### src/rtl/mac_pkg.sv
// Shared types and Q8.8 constants for the MAC sequencer and its address generator.
package mac_pkg;

    localparam int MAC_DATA_W = 16;
    localparam int MAC_FRAC_W = 8;
    localparam logic [MAC_DATA_W-1:0] MAC_ONE = 16'h0100;

    typedef enum logic [2:0] {
        ST_IDLE   = 3'd0,
        ST_CLEAR  = 3'd1,
        ST_FETCH  = 3'd2,
        ST_DRAIN1 = 3'd3,
        ST_DRAIN2 = 3'd4,
        ST_DONE   = 3'd5
    } mac_seq_state_t;

endpackage

### src/rtl/mac_addr_gen.sv
// Tap counter plus the pixel/weight base+k address adders; addresses wrap mod 2^ADDR_W.
module mac_addr_gen
    import mac_pkg::*;
#(
    parameter int ADDR_W = 10
) (
    input  logic              clk,
    input  logic              reset,
    input  logic              load,
    input  logic              step,
    input  logic [ADDR_W:0]   len,
    input  logic [ADDR_W-1:0] pix_base,
    input  logic [ADDR_W-1:0] wt_base,
    output logic              last,
    output logic              len_zero,
    output logic [ADDR_W-1:0] pix_addr,
    output logic [ADDR_W-1:0] wt_addr
);

    logic [ADDR_W:0]   len_q;
    logic [ADDR_W-1:0] pix_base_q;
    logic [ADDR_W-1:0] wt_base_q;
    logic [ADDR_W-1:0] k;

    always_ff @(posedge clk) begin
        if (reset) begin
            len_q      <= '0;
            pix_base_q <= '0;
            wt_base_q  <= '0;
            k          <= '0;
        end else if (load) begin
            len_q      <= len;
            pix_base_q <= pix_base;
            wt_base_q  <= wt_base;
            k          <= '0;
        end else if (step) begin
            k <= k + 1'b1;
        end
    end

    // k only needs ADDR_W bits: the largest tap index is 2^ADDR_W-1
    assign last     = ({1'b0, k} == (len_q - 1'b1));
    assign len_zero = (len_q == '0);
    assign pix_addr = pix_base_q + k;
    assign wt_addr  = wt_base_q + k;

endmodule

### src/rtl/mac_seq_ctrl.sv
// Sequencer for the Q8.8 MAC: clear, stream len operand pairs from RAM, drain, hand back the dot product.
//
// state     | meaning
// ----------+---------------------------------------------------------
// IDLE      | waiting for start; bases and len latched on accept
// CLEAR     | one cycle, MAC held in reset
// FETCH     | len cycles of RAM reads at base+k
// DRAIN1/2  | let the last read and the MAC register settle
// DONE      | out_valid high until out_ready
module mac_seq_ctrl
    import mac_pkg::*;
#(
    parameter int ADDR_W = 10,
    parameter int DATA_W = MAC_DATA_W
) (
    input  logic              clk,
    input  logic              reset,
    input  logic              start,
    input  logic [ADDR_W:0]   len,
    input  logic [ADDR_W-1:0] pix_base,
    input  logic [ADDR_W-1:0] wt_base,
    output logic              busy,
    output logic              rd_en,
    output logic [ADDR_W-1:0] pix_addr,
    output logic [ADDR_W-1:0] wt_addr,
    input  logic [DATA_W-1:0] pix_rdata,
    input  logic [DATA_W-1:0] wt_rdata,
    output logic              mac_rst,
    output logic [DATA_W-1:0] mac_pixel,
    output logic [DATA_W-1:0] mac_weight,
    input  logic [DATA_W-1:0] mac_result,
    output logic              out_valid,
    input  logic              out_ready,
    output logic [DATA_W-1:0] out_data
);

    mac_seq_state_t state;
    logic           dvalid;
    logic           last;
    logic           len_zero;
    logic           load;
    logic           step;

    assign load = (state == ST_IDLE) && start;
    assign step = (state == ST_FETCH);

    mac_addr_gen #(
        .ADDR_W (ADDR_W)
    ) u_addr_gen (
        .clk      (clk),
        .reset    (reset),
        .load     (load),
        .step     (step),
        .len      (len),
        .pix_base (pix_base),
        .wt_base  (wt_base),
        .last     (last),
        .len_zero (len_zero),
        .pix_addr (pix_addr),
        .wt_addr  (wt_addr)
    );

    always_ff @(posedge clk) begin
        if (reset) begin
            state     <= ST_IDLE;
            busy      <= 1'b0;
            rd_en     <= 1'b0;
            dvalid    <= 1'b0;
            out_valid <= 1'b0;
            out_data  <= '0;
        end else begin
            dvalid <= rd_en;
            case (state)
                ST_IDLE: begin
                    if (start) begin
                        state <= ST_CLEAR;
                        busy  <= 1'b1;
                    end
                end
                ST_CLEAR: begin
                    if (len_zero) begin
                        state <= ST_DRAIN1;
                    end else begin
                        state <= ST_FETCH;
                        rd_en <= 1'b1;
                    end
                end
                ST_FETCH: begin
                    if (last) begin
                        state <= ST_DRAIN1;
                        rd_en <= 1'b0;
                    end
                end
                ST_DRAIN1: state <= ST_DRAIN2;
                ST_DRAIN2: begin
                    state     <= ST_DONE;
                    out_data  <= mac_result;
                    out_valid <= 1'b1;
                end
                ST_DONE: begin
                    if (out_ready) begin
                        state     <= ST_IDLE;
                        out_valid <= 1'b0;
                        busy      <= 1'b0;
                    end
                end
                default: state <= ST_IDLE;
            endcase
        end
    end

    // zero operands outside data cycles keep the free-running MAC accumulator frozen
    assign mac_pixel  = dvalid ? pix_rdata : '0;
    assign mac_weight = dvalid ? wt_rdata  : '0;
    assign mac_rst    = reset || (state == ST_CLEAR);

endmodule

### config.mk
export PLATFORM = sky130hd
export DESIGN_NAME = mac_seq_ctrl
export DESIGN_NICKNAME = d
export VERILOG_FILES = /design/src/rtl/mac_pkg.sv /design/src/rtl/mac_addr_gen.sv /design/src/rtl/mac_seq_ctrl.sv
export SDC_FILE = /design/constraint.sdc
export NUM_CORES = 1
export LEC_CHECK = 0
export ABC_AREA = 0
export CORE_MARGIN = 5
export CORE_UTILIZATION = 25
export CTS_CLUSTER_DIAMETER = 120
export CTS_CLUSTER_SIZE = 14
export DETAILED_ROUTE_END_ITERATION = 8
export HOLD_SLACK_MARGIN = 0.02
export SETUP_SLACK_MARGIN = 0.4
export SLEW_MARGIN = 5
export SYNTH_ARGS = -nofsm -noshare
export SYNTH_HDL_FRONTEND = slang
export SYNTH_SLANG_ARGS = --single-unit
export TNS_END_PERCENT = 30
### constraint.sdc
create_clock -name clk -period 3.6 [get_ports clk]
set_input_delay 1.08 -clock clk [delete_from_list [all_inputs] [get_ports clk]]
set_output_delay 1.08 -clock clk [all_outputs]
set_load 0.02 [all_outputs]
Word-level counts from Yosys, hierarchy flattened
Cells that the tools add are included.
Operators by class
  equality and inequality tests: 10
  muxes and demuxes: 14
  reductions and logical operators: 12
  $add $sub $neg: 4
Operators with widths (number)
  $mux 16: 2
  $add 10x10->10: 2
  $pmux 3 s6: 1
  $eq 10x11->1: 1
  $logic_not 11->1: 1
  $sub 11x1->11 const B: 1
  $add 10x1->10 const B: 1
  $mux 3: 3
  $reduce_and 3->1: 3
  $ne 2x2->1 const B: 4
  $eq 3x2->1 const B: 2
  $eq 3x3->1 const B: 2
  $pmux 1 s2: 3
  $reduce_bool 2->1: 3
  $mux 1: 5
  $eq 3x1->1 const B: 1
  $logic_not 3->1: 1
  $reduce_and 2->1: 1
  $reduce_or 2->1: 1
  $logic_and 1x1->1: 1
  $logic_or 1x1->1: 1
Word-level totals
  output and inout bits: 72
  bits in registers: 64
  word-level logic and storage cells: 50

Logic depth before layout (Yosys ltp)
Gate-level depths: netlist of the first run.
  word-level depth: 4
  mapped depth: 9
  mapped depth without buffers: 9

By module
From an unflattened synthesis of the first run, not the netlist that was laid out.
Second synthesis, totals
  cell total of the unflattened synthesis: 427
  area total of the unflattened synthesis: 3679.8 um^2
By module, submodules not included
  mac_addr_gen: cells an instance 284, instances 1, sequential area each 820.8 um^2, area an instance 2572.5 um^2
  mac_seq_ctrl: cells an instance 143, instances 1, sequential area each 460.4 um^2, area an instance 1107.3 um^2

Worst setup path before layout of the first run
No wires, ideal clock.
  path type: flip-flop to output port
  start point: register u_addr_gen.k[1]
  end point: output pix_addr[9]
  cell stages (with the launch flop): 8
  arrival time: 2.221 ns
  path slack: 0.299 ns
  path buffers: 0
  path through: dfxtp_1 > ha_1 > a21o_1 > a21oi_1 > o21ai_0 > or4_1 > and3_1 > a211oi_1
On the way
  word-level cells in the longest chain between the ends: 1
RTL lines
  start, declared: line mac_addr_gen.sv:23  | logic [ADDR_W-1:0] k;
  start signal, assigned: line mac_addr_gen.sv:37  | k <= k + 1'b1;
  $add 10x10->10: line mac_addr_gen.sv:44  | assign pix_addr = pix_base_q + k;
  end, declared: line mac_seq_ctrl.sv:24  | output logic [ADDR_W-1:0] pix_addr,
No other way between the ends.

Worst setup path in the final report of the first run
Same ends and word-level chain as after synthesis.

==> impl_metrics.py, run 1 <==
metrics = {
    "run_status": {
        "outcome": "finished clean",
    },
    "worst_setup_path": {
        "path_max_fanout": 4,
        "r2r_end": "rd_en$_SDFFE_PP0P_",
        "crit_type": "reg2out",
        "cp-start-kind": "flop",
        "r2r-start": "u_addr_gen.len_q[0]$_SDFFE_PP0P_",
        "end_kind": "primary output",
        "critPathMaxStageDelay_ns": 0.48,
        "r2r_slack_ns": 1.15,
        "crit_arrival_ns": 2.31,
        "crit_slowest_cell": "or4_4",
        "endpoint": "pix_addr[9]",
        "r2r_cells": 8,
        "critPathLaunch": "u_addr_gen.k[1]$_SDFFE_PP0P_",
        "cp.required_ns": 2.52,
        "crit_chain": "ha_4 -> a21o_1 -> a21oi_2 -> o21ai_2 -> or4_4 -> and3_4 -> a211oi_2 -> buf_4",
    },
    "power": {
        "cellLeakagePower_uw": 0.00252,
        "p_per_area_nw_per_um2": 505,
        "peakVddDrop_uv": 278,
        "p_total_uw": 3060,
    },
    "layout": {
        "area.growth.synth_to_final_pct": 62.2,
        "mostFrequentLayoutCells": "clkdlybuf4s50_1, nand2_1, a21oi_1, dfxtp_1, and2_1",
        "diodes": 0,
        "fin_cells": 847,
        "fin_nets": 764,
        "layout_commonest_cell": "clkdlybuf4s50_1",
        "fin_util": 0.416,
        "drive_gt1_frac": 0.142,
    },
    "timing": {
        "finalCriticalPeriod_ns": 3.39,
        "worst_slack_ns": 0.213,
        "slew_headroom": 0.531,
        "fmax_mhz": 295,
        "drv_slew": 0,
        "worstMarginPinSlew_ns": 0.703,
        "min_period_over_period": 0.941,
        "finalSetupViolations": 0,
        "rsz0062_at_grt": "yes",
        "finalHoldViolCount": 0,
        "skew_ns": 0.00900,
    },
    "logic_synthesis": {
        "synth_fa_ha_area_frac": 0.0810,
        "synth_top_family_by_area": "simple AND/OR/NAND/NOR gates",
        "ys_warn_count": 0,
        "synth_xor_area_frac": 0.0739,
        "ys_seq_elements": 64,
        "synth_area_um2": 3740,
        "synth.avg_cell_area_um2": 7.63,
        "yosys_most_used_dff": "dfxtp_1",
        "synth_compound_area_frac": 0.161,
        "yosysTopAreaCell": "dfxtp_1",
        "synth_cell_types": 45,
        "ys_async_sr_fraction": 0,
        "yosys-top-cells-area": "dfxtp_1, nand2_1, a21oi_1",
        "synth-simple-area-share": 0.293,
        "synthMuxAreaShare": 0.0114,
        "synthCells": 490,
        "synth.top_cell.area_share": 0.343,
        "ys_seq_area_frac": 0.343,
        "synthesis.nets": 596,
        "synth-edff-count": 0,
    },
    "routing": {
        "wl_met3_um": 758,
        "first_pass_iters": 4,
        "met1_length_um": 4970,
        "wl_met2_um": 6160,
        "ant_nets": 0,
        "finalWirelength_um": 12100,
        "drc": 0,
        "initialDrtViolationCount": 179,
        "routedWlPerCell_um": 14.3,
        "vias_per_cell": 4.54,
        "highest_layer": "met4",
        "vias": 3846,
    },
    "clock_network": {
        "cts_root_buf": "clkbuf_16",
        "clkSinkCount": 64,
        "htree_num_levels": 3,
        "path_clk_slew_ns": 0.05,
        "clockBufferDepth": 2,
        "tritoncts": "built",
        "numCtsBuffers": 9,
        "clock_latency_ns": 0.33,
    },
    "placement": {
        "place_inst": 822,
        "portBuffers": 154,
        "dp_slack_ns": -0.0466,
        "dp_hpwl_um": 9240,
        "routabilityCongestion": 0.809,
    },
    "floorplanning": {
        "core_um2": 14600,
        "die_h_um": 132,
        "die_area_um2": 17500,
        "die_width_um": 132,
        "start_util": 0.256,
        "rows": 44,
        "top_level_ports": 155,
    },
    "hold_path": {
        "hp-start": "out_data[3]$_SDFFE_PP0P_",
        "hold_class": "reg2reg",
    },
    "global_route": {
        "grt_pass1_wl_um": 19900,
        "grt_max_degree": 57,
        "grtUsageTotal": 0.138,
        "antenna_found_initial": 0,
        "grt_pass1_vias": 4070,
        "grt.overflow.total": 0,
    },
    "flow_run": {
        "maxCapViolCount": 0,
    },
}
==> synth_stat cells (all sizes together), types with 3 or more instances <==
cell	instances
nand2	114
dfxtp	64
a21oi	62
and2	35
nor2	31
clkbuf	22
ha	21
xnor2	16
inv	14
xor2	13
o21ai	12
nor2b	10
and3	9
nor3	7
nand4	4
or2	4
or4	4
a2111o	3
a211oi	3
a21boi	3
a31oi	3
nand2b	3
nor4	3
o31a	3
==> logic make-up (layout without fill, tap and decap cells) <==
group / after synthesis / count (layout)
compound gates: 101 / 101
xor+xnor: 30 / 30
simple gates: 232 / 232
buf+inv: 36 / 209
flops: 64 / 64
mux: 4 / 4
fa+ha+maj: 23 / 23
==> state kept, by name (all words and copies together) (netlist names) <==
| register | cells |
|---|---|
| dvalid | 1 |
| out_data | 16 |
| u_addr_gen.len_q | 11 |
| state | 3 |
| rd_en | 1 |
| busy | 1 |
| u_addr_gen.pix_base_q | 10 |
| u_addr_gen.k | 10 |
| out_valid | 1 |
| u_addr_gen.wt_base_q | 10 |
==> cell type report <==
| class | instances | area, um2 |
|---|---|---|
| tap | 184 | 230 |
| multi-input combinational | 390 | 2460 |
| fill | 1441 | 8520 |
| clock inverter | 2 | 35.0 |
| clock buffer | 14 | 284 |
| timing repair buffer | 179 | 1710 |
| sequential | 64 | 1290 |
| inverter | 14 | 52.6 |
==> routing by layer <==
layer	global-route usage	vias up
met4	0.0390	0
li1	-	2000
met3	0.0511	12
met5	0	-
met1	0.154	1759
met2	0.245	75
==> critical path, delay by kind of cell, from the launching register on <==
family                   cells  cell delay, ns
adder cells (fa/ha/maj)      1            0.20
buffers and inverters        1            0.17
AND/OR/NAND/NOR              2            0.64
AO/OA/AOI/OAI                4            0.60
flip-flops                   1            0.38
==> report_power, final <==
group | internal [uW] | switching [uW]
registers | 821 | 125
logic | 565 | 640
clock network | 610 | 301
==> how the worst min path moves through the flow <==
| stage | slack [ns] | depth (start not counted) | end |
|---|---|---|---|
| 5_1_grt | 0.48 | 2 | u_addr_gen.wt_base_q[4]$_SDFFE_PP0P_ |
| 2_1_floorplan | 0.44 | 2 | u_addr_gen.pix_base_q[0]$_SDFFE_PP0P_ |
| 6_report | 0.45 | 2 | out_data[3]$_SDFFE_PP0P_ |
| 3_3_place_gp | 0.44 | 2 | out_data[2]$_SDFFE_PP0P_ |
| 4_1_cts | 0.45 | 2 | out_data[3]$_SDFFE_PP0P_ |
| 3_5_place_dp | 0.45 | 2 | out_data[3]$_SDFFE_PP0P_ |
==> metrics by stage <==
step / hold WS [ns] / TNS [ns] / instance area (um2)
6_report: 0.452 / 0 / 6070
4_1_cts: 0.454 / 0 / 5970
2_1_floorplan: 0.440 / 0 / 3740
5_1_grt: 0.475 / 0 / 6070
3_3_place_gp: 0.443 / -0.00153 / 5550
3_5_place_dp: 0.446 / -0.0815 / 5550
==> timing repair <==
action / in CTS / in global routing
hold buffers: 0 / 0
setup buffers: 5 / 4
pin swaps: 15 / 14
cloned: 0 / 0
endpoints found under the setup margin: 48 / 44
resized for setup: 85 / 19
Power figures use the tool's default switching activity.
==> run 2, diff against run 1 <==
--- a/config.mk
+++ b/config.mk
@@ -6,6 +6,7 @@
 export NUM_CORES = 1
 export LEC_CHECK = 0
 export ABC_AREA = 0
+export CORE_ASPECT_RATIO = 1.5
 export CORE_MARGIN = 5
 export CORE_UTILIZATION = 25
 export CTS_CLUSTER_DIAMETER = 120
==> run 2 against run 1 <==
Effect of this change:
- highest routed layer unchanged
- clock skew decreased by 0.0019 ns
- hold slack got worse by 0.0022 ns
- non-clock buffer count decreased by 2
- die area increased by 0.29%
- flip-flop and latch count unchanged
- sequential power about the same
==> impl_metrics.py, run 2 (same netlist as run 1, synthesis figures left out) <==
metrics = {
    "routing": {
        "initialDrtViolationCount": 82,
        "vias": 3878,
        "ant_nets": 0,
        "finalWirelength_um": 12400,
        "vias_per_cell": 4.53,
        "first_pass_iters": 4,
        "routedWlPerCell_um": 14.4,
        "drc": 0,
    },
    "worst_setup_path": {
        "crit_arrival_ns": 2.29,
        "end_kind": "primary output",
        "r2r_slack_ns": 1.11,
        "endpoint": "wt_addr[9]",
        "cp-start-kind": "flop",
        "crit_type": "reg2out",
        "r2r-start": "u_addr_gen.len_q[0]$_SDFFE_PP0P_",
        "crit_slowest_cell": "or4_4",
        "r2r_end": "rd_en$_SDFFE_PP0P_",
        "critPathMaxStageDelay_ns": 0.42,
        "crit_chain": "buf_12 -> ha_4 -> a21o_1 -> a21oi_2 -> o21ai_2 -> or4_4 -> and3_4 -> a211oi_2 -> buf_4",
        "critPathLaunch": "u_addr_gen.k[0]$_SDFFE_PP0P_",
        "r2r_cells": 8,
        "cp.required_ns": 2.52,
        "path_max_fanout": 2,
    },
    "power": {
        "peakVddDrop_uv": 246,
        "clock_power_share": 0.288,
        "cellLeakagePower_uw": 0.00250,
        "seqPwrFrac": 0.310,
        "p_comb_frac": 0.401,
        "p_sw_uw": 1080,
        "p_total_uw": 3050,
        "p_int_uw": 1970,
        "p_sw_frac": 0.354,
        "p_per_area_nw_per_um2": 503,
    },
    "placement": {
        "placed_area_um2": 5600,
        "portBuffers": 154,
        "dp_hpwl_um": 9710,
        "routabilityCongestion": 0.830,
    },
    "layout": {
        "layout_commonest_cell": "clkdlybuf4s50_1",
        "fin_area_um2": 6060,
        "diodes": 0,
        "fin_nets": 762,
        "largest_reg_flops": 16,
        "drive_gt1_frac": 0.136,
        "largest_registers": "out_data x16, u_addr_gen.len_q x11",
        "fillers": 1516,
        "top_register": "out_data",
        "area.growth.synth_to_final_pct": 62.1,
        "mostFrequentLayoutCells": "clkdlybuf4s50_1, nand2_1, a21oi_1, dfxtp_1, and2_1",
    },
    "run_status": {
        "outcome": "finished clean",
    },
    "timing": {
        "finalSetupViolations": 0,
        "drv_slew": 0,
        "fmax_mhz": 297,
        "setup_tns_ns": 0,
        "finalCriticalPeriod_ns": 3.37,
        "slew_headroom": 0.530,
        "skew_ns": 0.00708,
        "worstMarginPinSlew_ns": 0.704,
        "min_period_over_period": 0.936,
        "rsz0062_at_grt": "yes",
        "finalHoldViolCount": 0,
        "finalHoldWorstSlack_ns": 0.450,
    },
    "global_route": {
        "grt_max_degree": 57,
        "grtUsageTotal": 0.142,
        "grt.overflow.total": 0,
        "grt_pass1_vias": 3939,
        "antenna_found_initial": 0,
        "grt_pass1_wl_um": 19500,
    },
    "clock_network": {
        "clockBufferDepth": 2,
        "ctsHoldBuffers": 0,
        "clkSinkCount": 64,
        "numCtsBuffers": 9,
        "path_clk_slew_ns": 0.06,
        "clock_latency_ns": 0.33,
        "tritoncts": "built",
        "cts_root_buf": "clkbuf_16",
        "htree_num_levels": 3,
    },
    "floorplanning": {
        "die_width_um": 110,
        "die_area_um2": 17600,
        "die_h_um": 160,
        "core_um2": 14600,
        "start_util": 0.256,
        "top_level_ports": 155,
        "rows": 54,
    },
    "hold_path": {
        "hold_class": "reg2reg",
    },
    "flow_run": {
        "maxCapViolCount": 0,
    },
}
[run 2: worst min path at each step]
stage / from / endpoint / cells past startpoint
2_1_floorplan: u_addr_gen.pix_base_q[0]$_SDFFE_PP0P_ / u_addr_gen.pix_base_q[0]$_SDFFE_PP0P_ / 2
3_3_place_gp: out_data[0]$_SDFFE_PP0P_ / out_data[0]$_SDFFE_PP0P_ / 2
3_5_place_dp: out_data[0]$_SDFFE_PP0P_ / out_data[0]$_SDFFE_PP0P_ / 2
4_1_cts: out_data[0]$_SDFFE_PP0P_ / out_data[0]$_SDFFE_PP0P_ / 2
5_1_grt: u_addr_gen.wt_base_q[8]$_SDFFE_PP0P_ / u_addr_gen.wt_base_q[8]$_SDFFE_PP0P_ / 2
6_report: out_data[0]$_SDFFE_PP0P_ / out_data[0]$_SDFFE_PP0P_ / 2
[run 2: area by class of cell]
cell class	count	area [um2]	share of cell area
clock buffers	11	253	0.0417
inverters	14	52.6	0.00867
multi-input cells	390	2460	0.405
well taps	196	245	0.0405
clock inverters	5	55.1	0.00908
repair buffers	177	1710	0.282
flip-flops and latches	64	1290	0.213
[run 2: through the flow]
| stage | util | setup slack [ns] | cells |
|---|---|---|---|
| after global placement | 0.383 | -0.0123 | 838 |
| after global routing | 0.415 | 0.130 | 857 |
| final | 0.415 | 0.230 | 857 |
| after detailed placement | 0.383 | -0.0537 | 838 |
| after CTS | 0.411 | 0.194 | 856 |
| after floorplan | - | 0.299 | 490 |
[run 2: worst max-delay path, delay by kind of cell (launching register included)]
family	cells	cell delay (ns)
buffers and inverters	2	0.30
flip-flops	1	0.36
AND/OR/NAND/NOR	2	0.59
adder cells (fa/ha/maj)	1	0.15
AO/OA/AOI/OAI	4	0.56
[run 2: routing by layer]
layer  wire length [um]  share of wire  GRT usage
met1               4490           0.36      0.144
met2               6930           0.56      0.260
met3                649          0.052     0.0400
met4                308          0.025     0.0630
met5                  0              0          0
[run 2: power by group through the flow]
stage | logic [uW] | registers (uW) | clock network [uW]
after floorplan | 740 | 934 | 0
after global placement | 1190 | 946 | 0
after detailed placement | 1220 | 952 | 0
after CTS | 1240 | 946 | 907
after global routing | 1340 | 965 | 942
final | 1220 | 946 | 880
[run 2: what timing repair did]
item	in CTS	in global routing
resized for setup	86	17
pin swaps	13	10
setup buffers	2	1
setup endpoints to repair	48	46
==> run 3, diff against run 2 <==
--- a/config.mk
+++ b/config.mk
@@ -12,7 +12,7 @@
 export CTS_CLUSTER_DIAMETER = 120
 export CTS_CLUSTER_SIZE = 14
 export DETAILED_ROUTE_END_ITERATION = 8
-export HOLD_SLACK_MARGIN = 0.02
+export HOLD_SLACK_MARGIN = 0.08
 export SETUP_SLACK_MARGIN = 0.4
 export SLEW_MARGIN = 5
 export SYNTH_ARGS = -nofsm -noshare
==> results of run 3 <==
Final layout, timing and power as in run 2 (identical DEF).
